## src/rtl/piso_serializer_if.sv

```systemverilog
// Load handshake and serial output bundle for piso_serializer.
// master: the producer/consumer side; slave: the serializer itself.
interface piso_serializer_if #(
  parameter int WIDTH = 4
);
  logic             bit_en;
  logic             load_valid;
  logic             load_ready;
  logic [WIDTH-1:0] load_data;
  logic             ser_out;
  logic             ser_valid;
  logic             ser_first;
  logic             busy;

  modport master (
    output bit_en,
    output load_valid,
    output load_data,
    input  load_ready,
    input  ser_out,
    input  ser_valid,
    input  ser_first,
    input  busy
  );

  modport slave (
    input  bit_en,
    input  load_valid,
    input  load_data,
    output load_ready,
    output ser_out,
    output ser_valid,
    output ser_first,
    output busy
  );
endinterface

```

## src/rtl/piso_serializer.sv

```systemverilog
// Parallel-in, serial-out shifter with a valid/ready load port.
// A word is accepted, then sent one bit per bit_en clock, framed by
// ser_valid/ser_first. A new word can be taken on the last-bit cycle
// so consecutive frames run with no idle bit between them.
module piso_serializer #(
  parameter int WIDTH     = 4,
  parameter bit MSB_FIRST = 1'b1
) (
  input logic         clk,
  input logic         reset,
  piso_serializer_if.slave bus
);

  localparam int CW = (WIDTH > 2) ? $clog2(WIDTH) : 1;
  localparam logic [CW-1:0] LAST_COUNT = CW'(WIDTH - 1);

  localparam logic [0:0] ST_IDLE  = 1'b0;
  localparam logic [0:0] ST_SHIFT = 1'b1;

  logic [0:0]       state_q, state_d;
  logic [WIDTH-1:0] shreg_q, shreg_d;     // bits still to be sent, next one at the head
  logic [CW-1:0]    count_q, count_d;     // bits remaining after the one on ser_out
  logic             ser_out_q, ser_out_d;
  logic             ser_valid_q, ser_valid_d;
  logic             ser_first_q, ser_first_d;

  logic             last_bit;
  logic             load_ready;
  logic             xfer;

  // Bit that leaves the word first, depending on transmit order.
  function automatic logic head_bit(input logic [WIDTH-1:0] w);
    return MSB_FIRST ? w[WIDTH-1] : w[0];
  endfunction

  // Word with its head bit removed, so the next bit becomes the head.
  function automatic logic [WIDTH-1:0] advance(input logic [WIDTH-1:0] w);
    return MSB_FIRST ? {w[WIDTH-2:0], 1'b0} : {1'b0, w[WIDTH-1:1]};
  endfunction

  // The last bit of a frame is on the line when count has run out.
  assign last_bit   = (state_q == ST_SHIFT) && (count_q == '0);
  // Ready in IDLE, or when the last bit is about to be retired.
  assign load_ready = (state_q == ST_IDLE) || (last_bit && bus.bit_en);
  assign xfer       = bus.load_valid && load_ready;

  // Next-state logic: load, shift, stretch or return to IDLE.
  always_comb begin
    state_d     = state_q;
    shreg_d     = shreg_q;
    count_d     = count_q;
    ser_out_d   = ser_out_q;
    ser_valid_d = ser_valid_q;
    ser_first_d = ser_first_q;

    if (xfer) begin
      // Load is the same from IDLE and from the last-bit cycle.
      state_d     = ST_SHIFT;
      ser_out_d   = head_bit(bus.load_data);
      shreg_d     = advance(bus.load_data);
      count_d     = LAST_COUNT;
      ser_valid_d = 1'b1;
      ser_first_d = 1'b1;
    end else begin
      case (state_q)
        ST_SHIFT: begin
          if (bus.bit_en) begin
            if (count_q != '0) begin
              ser_out_d   = head_bit(shreg_q);
              shreg_d     = advance(shreg_q);
              count_d     = count_q - 1'b1;
              ser_first_d = 1'b0;
            end else begin
              // Frame complete and nothing queued behind it.
              state_d     = ST_IDLE;
              shreg_d     = '0;
              count_d     = '0;
              ser_out_d   = 1'b0;
              ser_valid_d = 1'b0;
              ser_first_d = 1'b0;
            end
          end
          // bit_en low: everything holds, stretching the current bit.
        end
        default: begin
          state_d     = ST_IDLE;
          ser_out_d   = 1'b0;
          ser_valid_d = 1'b0;
          ser_first_d = 1'b0;
        end
      endcase
    end
  end

  // State and output registers; reset aborts any frame in progress.
  always_ff @(posedge clk or negedge reset) begin
    if (!reset) begin
      state_q     <= ST_IDLE;
      shreg_q     <= '0;
      count_q     <= '0;
      ser_out_q   <= 1'b0;
      ser_valid_q <= 1'b0;
      ser_first_q <= 1'b0;
    end else begin
      state_q     <= state_d;
      shreg_q     <= shreg_d;
      count_q     <= count_d;
      ser_out_q   <= ser_out_d;
      ser_valid_q <= ser_valid_d;
      ser_first_q <= ser_first_d;
    end
  end

  assign bus.load_ready = load_ready;
  assign bus.ser_out    = ser_out_q;
  assign bus.ser_valid  = ser_valid_q;
  assign bus.ser_first  = ser_first_q;
  assign bus.busy       = (state_q == ST_SHIFT);

endmodule

```

## src/flat_wrapper.sv

```systemverilog
// flat-port wrapper written by rule: the top's interface ports become plain ports
module piso_serializer_flat 
#(
  parameter int WIDTH     = 4,
  parameter bit MSB_FIRST = 1'b1
)
  (clk, reset, bus_bit_en, bus_load_valid, bus_load_data, bus_load_ready, bus_ser_out, bus_ser_valid, bus_ser_first, bus_busy);
  piso_serializer_if #(.WIDTH(WIDTH)) bus_i ();
  input logic clk;
  input logic reset;
  input wire logic [$bits(bus_i.bit_en)-1:0] bus_bit_en;
  input wire logic [$bits(bus_i.load_valid)-1:0] bus_load_valid;
  input wire logic [$bits(bus_i.load_data)-1:0] bus_load_data;
  output wire logic [$bits(bus_i.load_ready)-1:0] bus_load_ready;
  output wire logic [$bits(bus_i.ser_out)-1:0] bus_ser_out;
  output wire logic [$bits(bus_i.ser_valid)-1:0] bus_ser_valid;
  output wire logic [$bits(bus_i.ser_first)-1:0] bus_ser_first;
  output wire logic [$bits(bus_i.busy)-1:0] bus_busy;
  assign bus_i.bit_en = bus_bit_en;
  assign bus_i.load_valid = bus_load_valid;
  assign bus_i.load_data = bus_load_data;
  assign bus_load_ready = bus_i.load_ready;
  assign bus_ser_out = bus_i.ser_out;
  assign bus_ser_valid = bus_i.ser_valid;
  assign bus_ser_first = bus_i.ser_first;
  assign bus_busy = bus_i.busy;
  piso_serializer #(.WIDTH(WIDTH), .MSB_FIRST(MSB_FIRST)) u_core (.clk(clk), .reset(reset), .bus(bus_i));
endmodule
```

## config.mk

```make
export PLATFORM = sky130hd
export DESIGN_NAME = piso_serializer_flat
export DESIGN_NICKNAME = d
export VERILOG_FILES = /design/src/rtl/piso_serializer_if.sv /design/src/rtl/piso_serializer.sv /design/src/flat_wrapper.sv
export SDC_FILE = /design/constraint.sdc
export NUM_CORES = 1
export LEC_CHECK = 0
export ABC_AREA = 0
export CAP_MARGIN = 30
export CORE_AREA = 4 4 41 43
export DETAILED_ROUTE_END_ITERATION = 7
export DIE_AREA = 0 0 45 47
export HOLD_SLACK_MARGIN = 0.06
export MAX_ROUTING_LAYER = met4
export REMOVE_ABC_BUFFERS = 1
export SLEW_MARGIN = 20
export SYNTH_ARGS = -nofsm -noshare
export SYNTH_HDL_FRONTEND = slang
export SYNTH_SLANG_ARGS = --single-unit
export TNS_END_PERCENT = 5
```

## constraint.sdc

```tcl
create_clock -name clk -period 1.2 [get_ports clk]
set_input_delay 0.18 -clock clk [delete_from_list [all_inputs] [get_ports clk]]
set_output_delay 0.18 -clock clk [all_outputs]
set_load 0.02 [all_outputs]
```

Word-level counts from Yosys, hierarchy flattened
Cells that the tools add are included.

Word-level logic and storage cells: 43. Input port bits: 8. Register bits after elaboration: 10. Output and inout bits: 5.

Mux-type cells: 23. Bitwise operators: 1. Add/subtract/negate cells: 1. Equality and inequality tests: 2. Reduce and logical (&&, ||, !) cells: 10.

Operator list (number): two-way mux 4 bit (4); two-way mux 1 bit (15); two-way mux 2 bit (4); inequality test 3 bit, second input constant (2); nonzero test 2 bit (3); AND reduction 2 bit (2); logical AND 1 bit (3); zero test 2 bit (1); subtractor 2 x 1 -> 2 bit, second input constant (1); logical OR 1 bit (1); inverter 1 bit (1).

Depth between registers and ports, before layout
Depth after elaboration: 7. Gate-level depth with buffers: 4. Depth with buffers taken out: 3.

Worst setup path after synthesis
OpenSTA, ideal clock, no wires.

Path kind: register -> register. From: register u_core.state_q (netlist: u_core.bus.busy). To: register u_core.ser_first_q (netlist: u_core.bus.ser_first). Clock period less this slack: 1.220 ns. Path buffers: 1. Arrival: 1.094 ns. Required time: 1.074 ns. Setup time: 0.126 ns. Stages on the path, launching flop included: 4. Path slack: -0.020 ns. Cell sequence: dfrtp_1 buf_6 and2b_4 a311o_1.

Cells in the longest elaborated chain, start to end: 5. Elaborated cells between the ends (all ways): 8. Those cells by class: eq/ne: 1; mux: 2; bitwise: 1; reduce/logical: 4.

Ends and longest elaborated chain: from (decl) (RTL line piso_serializer.sv:20) `logic [0:0] state_q, state_d;`; from (signal assigned) (RTL line piso_serializer.sv:105) `state_q <= state_d;`; logical AND 1 bit (RTL line piso_serializer.sv:42) `assign last_bit = (state_q == ST_SHIFT) && (count_q == '0);`; logical AND 1 bit (RTL line piso_serializer.sv:44) `assign load_ready = (state_q == ST_IDLE) || (last_bit && bus.bit_en);`; logical OR 1 bit (RTL line piso_serializer.sv:44); logical AND 1 bit (RTL line piso_serializer.sv:45) `assign xfer = bus.load_valid && load_ready;`; inequality test 3 bit (no source line) or two-way mux 1 bit (tied branches); to (signal assigned) (RTL line piso_serializer.sv:110) `ser_first_q <= ser_first_d;`; to (decl) (RTL line piso_serializer.sv:25) `logic ser_first_q, ser_first_d;`.

Parallel ways exist; a longest one is shown, timed or not. A chain may end at the register's enable or synchronous reset.

Worst setup path in the final report
From: register u_core.count_q[1]. To: output port bus_load_ready.

Cells in the longest elaborated chain, start to end: 4.

Ends and longest elaborated chain: from (decl) (RTL line piso_serializer.sv:22) `logic [CW-1:0] count_q, count_d;`; from (signal assigned) (RTL line piso_serializer.sv:107) `count_q <= count_d;`; zero test 2 bit (RTL line piso_serializer.sv:42); logical AND 1 bit (RTL line piso_serializer.sv:42); logical AND 1 bit (RTL line piso_serializer.sv:44); logical OR 1 bit (RTL line piso_serializer.sv:44); to (decl) (RTL line flat_wrapper.sv:14) `output wire logic [$bits(bus_i.load_ready)-1:0] bus_load_ready;`.

Every way passes these cells.

==> metrics.txt <==
Reg2Reg Capture Point=u_core.shreg_q[2]; CTS buffer count=3; worst-path fanout max=2; largest net degree at the start of global routing=10; Worst Setup Start Kind=flop; Initial Util=34.9%; top_reg_cell synth=dfrtp_1; CTS Hold Bufs=0; PnR Total Power=approximately 1.5 mW; Top Usage Layer GRT=met2; Clock Pin Slew Worst Setup and Hold Paths=0.06 ns; Yosys reg bits=9; final net count=74; Gate Count Post-Synth=44; WP data required=1.02 ns; fmax=between 800 and 900 MHz; Crit Path Category=reg2out; vias in the first global route=414; WL/cell=around 14 µm; via count=around 400; Overflow after GRT=0; worst-case clock buffer depth=2; synth-to-layout area growth=46.0%; Antenna diodes=0; Cell Area, Synth=454 µm²; Avg Vias per Cell=4.98; P_leak=approximately 0.31 nW; Worst Clk Skew=roughly 0.0052 ns; Worst EP arrival=1.07 ns; Reg2Reg Depth=4; r2r startpoint=u_core.count_q[1]; yosys warns=0; worst vdd ir=894 µV; fillers=around 140; R2R Setup Slk=-0.01 ns; Root Driver=clkbuf_4; Final Max Slew Viols=0; die width=45 µm; GRT met3 Usage=2.30%; initial antenna violation count=0; clock latency on the worst-skew pair=0.26 ns; HPWL after DPL=822 µm; Power Dens Cells=2270 mW/mm²; M1 GR Usage=17.0%; port bufs=12; crit path launch=u_core.count_q[1]; H-tree lvl count=1; Fin. Hold Viols=0; gr usage total=a little over an eighth; Multi-input gate area=224 µm²; total die area=roughly 0.0021 mm²; TritonCTS clock tree=built; Final setup viols=4; initial DRC count=4; register area share after synthesis=49.6%; first-pass GRT wire length=1820 µm; met2 Use GR=17.5%; Hold Crit Class=in2async; layout cell share with drive strength beyond 1=29.2%; Post-synth EDFFs=0; router iterations before antenna repair=6; Rows=13; Max Cap Viol=0; Chip Height=~47 µm; crit path capture=bus_load_ready; # IOs=13; Final ANT Viol Nets=0; outcome=complete, but fails checks; worst setup margin=-0.0470 ns; Post CTS Setup Buffer Count=0; GPL Wtd Cong=0.702; period utilization=104%; min cycle time layout=~1.2 ns; failing checks=negative setup slack; core area=about 0.0013 mm²; Slew headroom=71.0%; share of flip-flops with an asynchronous set or reset=100%; post-synthesis cell type count=22; Tightest Pin Transition=0.433 ns; Register Area=225 µm²; pre-CTS setup slack=-0.407 ns; Avg Cell Area, Syn=10.3 µm²; Sink Count=9; unrepaired setup endpoints after global routing=true; crit end category=output port; Routed Wire Length=1110 µm; drc violations=0
[state kept, by name (all words and copies together) (netlist names)]
| name | flops |
|---|---|
| u_core.bus.ser_valid | 1 |
| u_core.bus.ser_out | 1 |
| u_core.bus.ser_first | 1 |
| u_core.bus.busy | 1 |
| u_core.shreg_q | 3 |
| u_core.count_q | 2 |
[cells by family after synthesis]
group	Yosys count	share of synthesized area, %
simple gates	17	22.9
compound gates	13	17.9
flops	9	49.6
buf+inv	3	4.13
mux	2	5.51
[through the flow]
step | setup TNS (ns) | hold WS, ns | cell area (µm²) | util, % | instances
2_1_floorplan | -0.0196 | -0.116 | 443 | - | 43
3_3_place_gp | -1.82 | 0.469 | 627 | 48.2 | 76
3_5_place_dp | -1.98 | 0.477 | 627 | 48.2 | 76
4_1_cts | -0.124 | 0.227 | 652 | 50.1 | 80
5_1_grt | -0.217 | 0.248 | 663 | 51.0 | 80
6_report | -0.0566 | 0.219 | 663 | 51.0 | 80
[worst min-delay path by stage]
| stage | depth (start not counted) | start | to |
|---|---|---|---|
| floorplan | 0 | reset | u_core.bus.busy |
| global placement | 2 | u_core.shreg_q[1] | u_core.shreg_q[1] |
| detailed placement | 2 | u_core.shreg_q[1] | u_core.shreg_q[1] |
| CTS | 1 | reset | u_core.shreg_q[3] |
| global route | 1 | reset | u_core.shreg_q[2] |
| finish | 1 | reset | u_core.shreg_q[2] |
[where the power goes]
part           internal [mW]  leakage, nW  total (mW)  switching (mW)
clock                  0.128       0.0150       0.237           0.109
combinational          0.398        0.185       0.757           0.360
sequential             0.436        0.108       0.513          0.0773
total                  0.962        0.309        1.51           0.546
[routing by layer]
| metal | part of all wire (%) | wire length, µm | vias to the layer above |
|---|---|---|---|
| li1 | - | - | 203 |
| met1 | 47 | 520 | 179 |
| met2 | 46 | 513 | 14 |
| met3 | 5.1 | 57 | 2 |
| met4 | 1.5 | 17 | 0 |
| met5 | 0 | 0 | - |
[critical path, cell delays in order (launching register included)]
cell and delay (ns):
dfrtp_1 0.39, nor2_2 0.16, a21boi_2 0.08, inv_1 0.07, buf_6 0.11
[layout by cell type (no fill, tap or decap), types with 2 or more instances in the layout]
cell type	netlist	final
a31oi_1	2	2
nand3b_1	3	3
inv_1	2	2
clkbuf_4	0	3
dlygate4sd2_1	0	3
o21ai_0	3	3
buf_4	0	5
dfrtp_1	9	9
buf_6	1	2
o21ai_1	3	2
nand2_1	4	4
nor2_1	4	3
clkdlybuf4s50_1	0	7
[what timing repair did]
item,in CTS,in global routing
resized for setup,15,3
pin swaps,4,3
setup endpoints to repair,8,6
[area by class of cell]
type | count | area share (%)
multi-input cells | 32 | 33.8
flip-flops and latches | 9 | 34.0
clock buffers | 4 | 3.96
well taps | 15 | 2.83
inverters | 2 | 1.13
repair buffers | 18 | 24.3
[synth_stat cells (2+ instances only)]
cell      instances  area (µm²)
dfrtp_1           9         225
nand2_1           4        15.0
nor2_1            4        15.0
nand3b_1          3        22.5
o21ai_0           3        15.0
o21ai_1           3        15.0
a31oi_1           2        12.5
inv_1             2        7.51
Note: power is estimated with default switching activity, not from simulation.
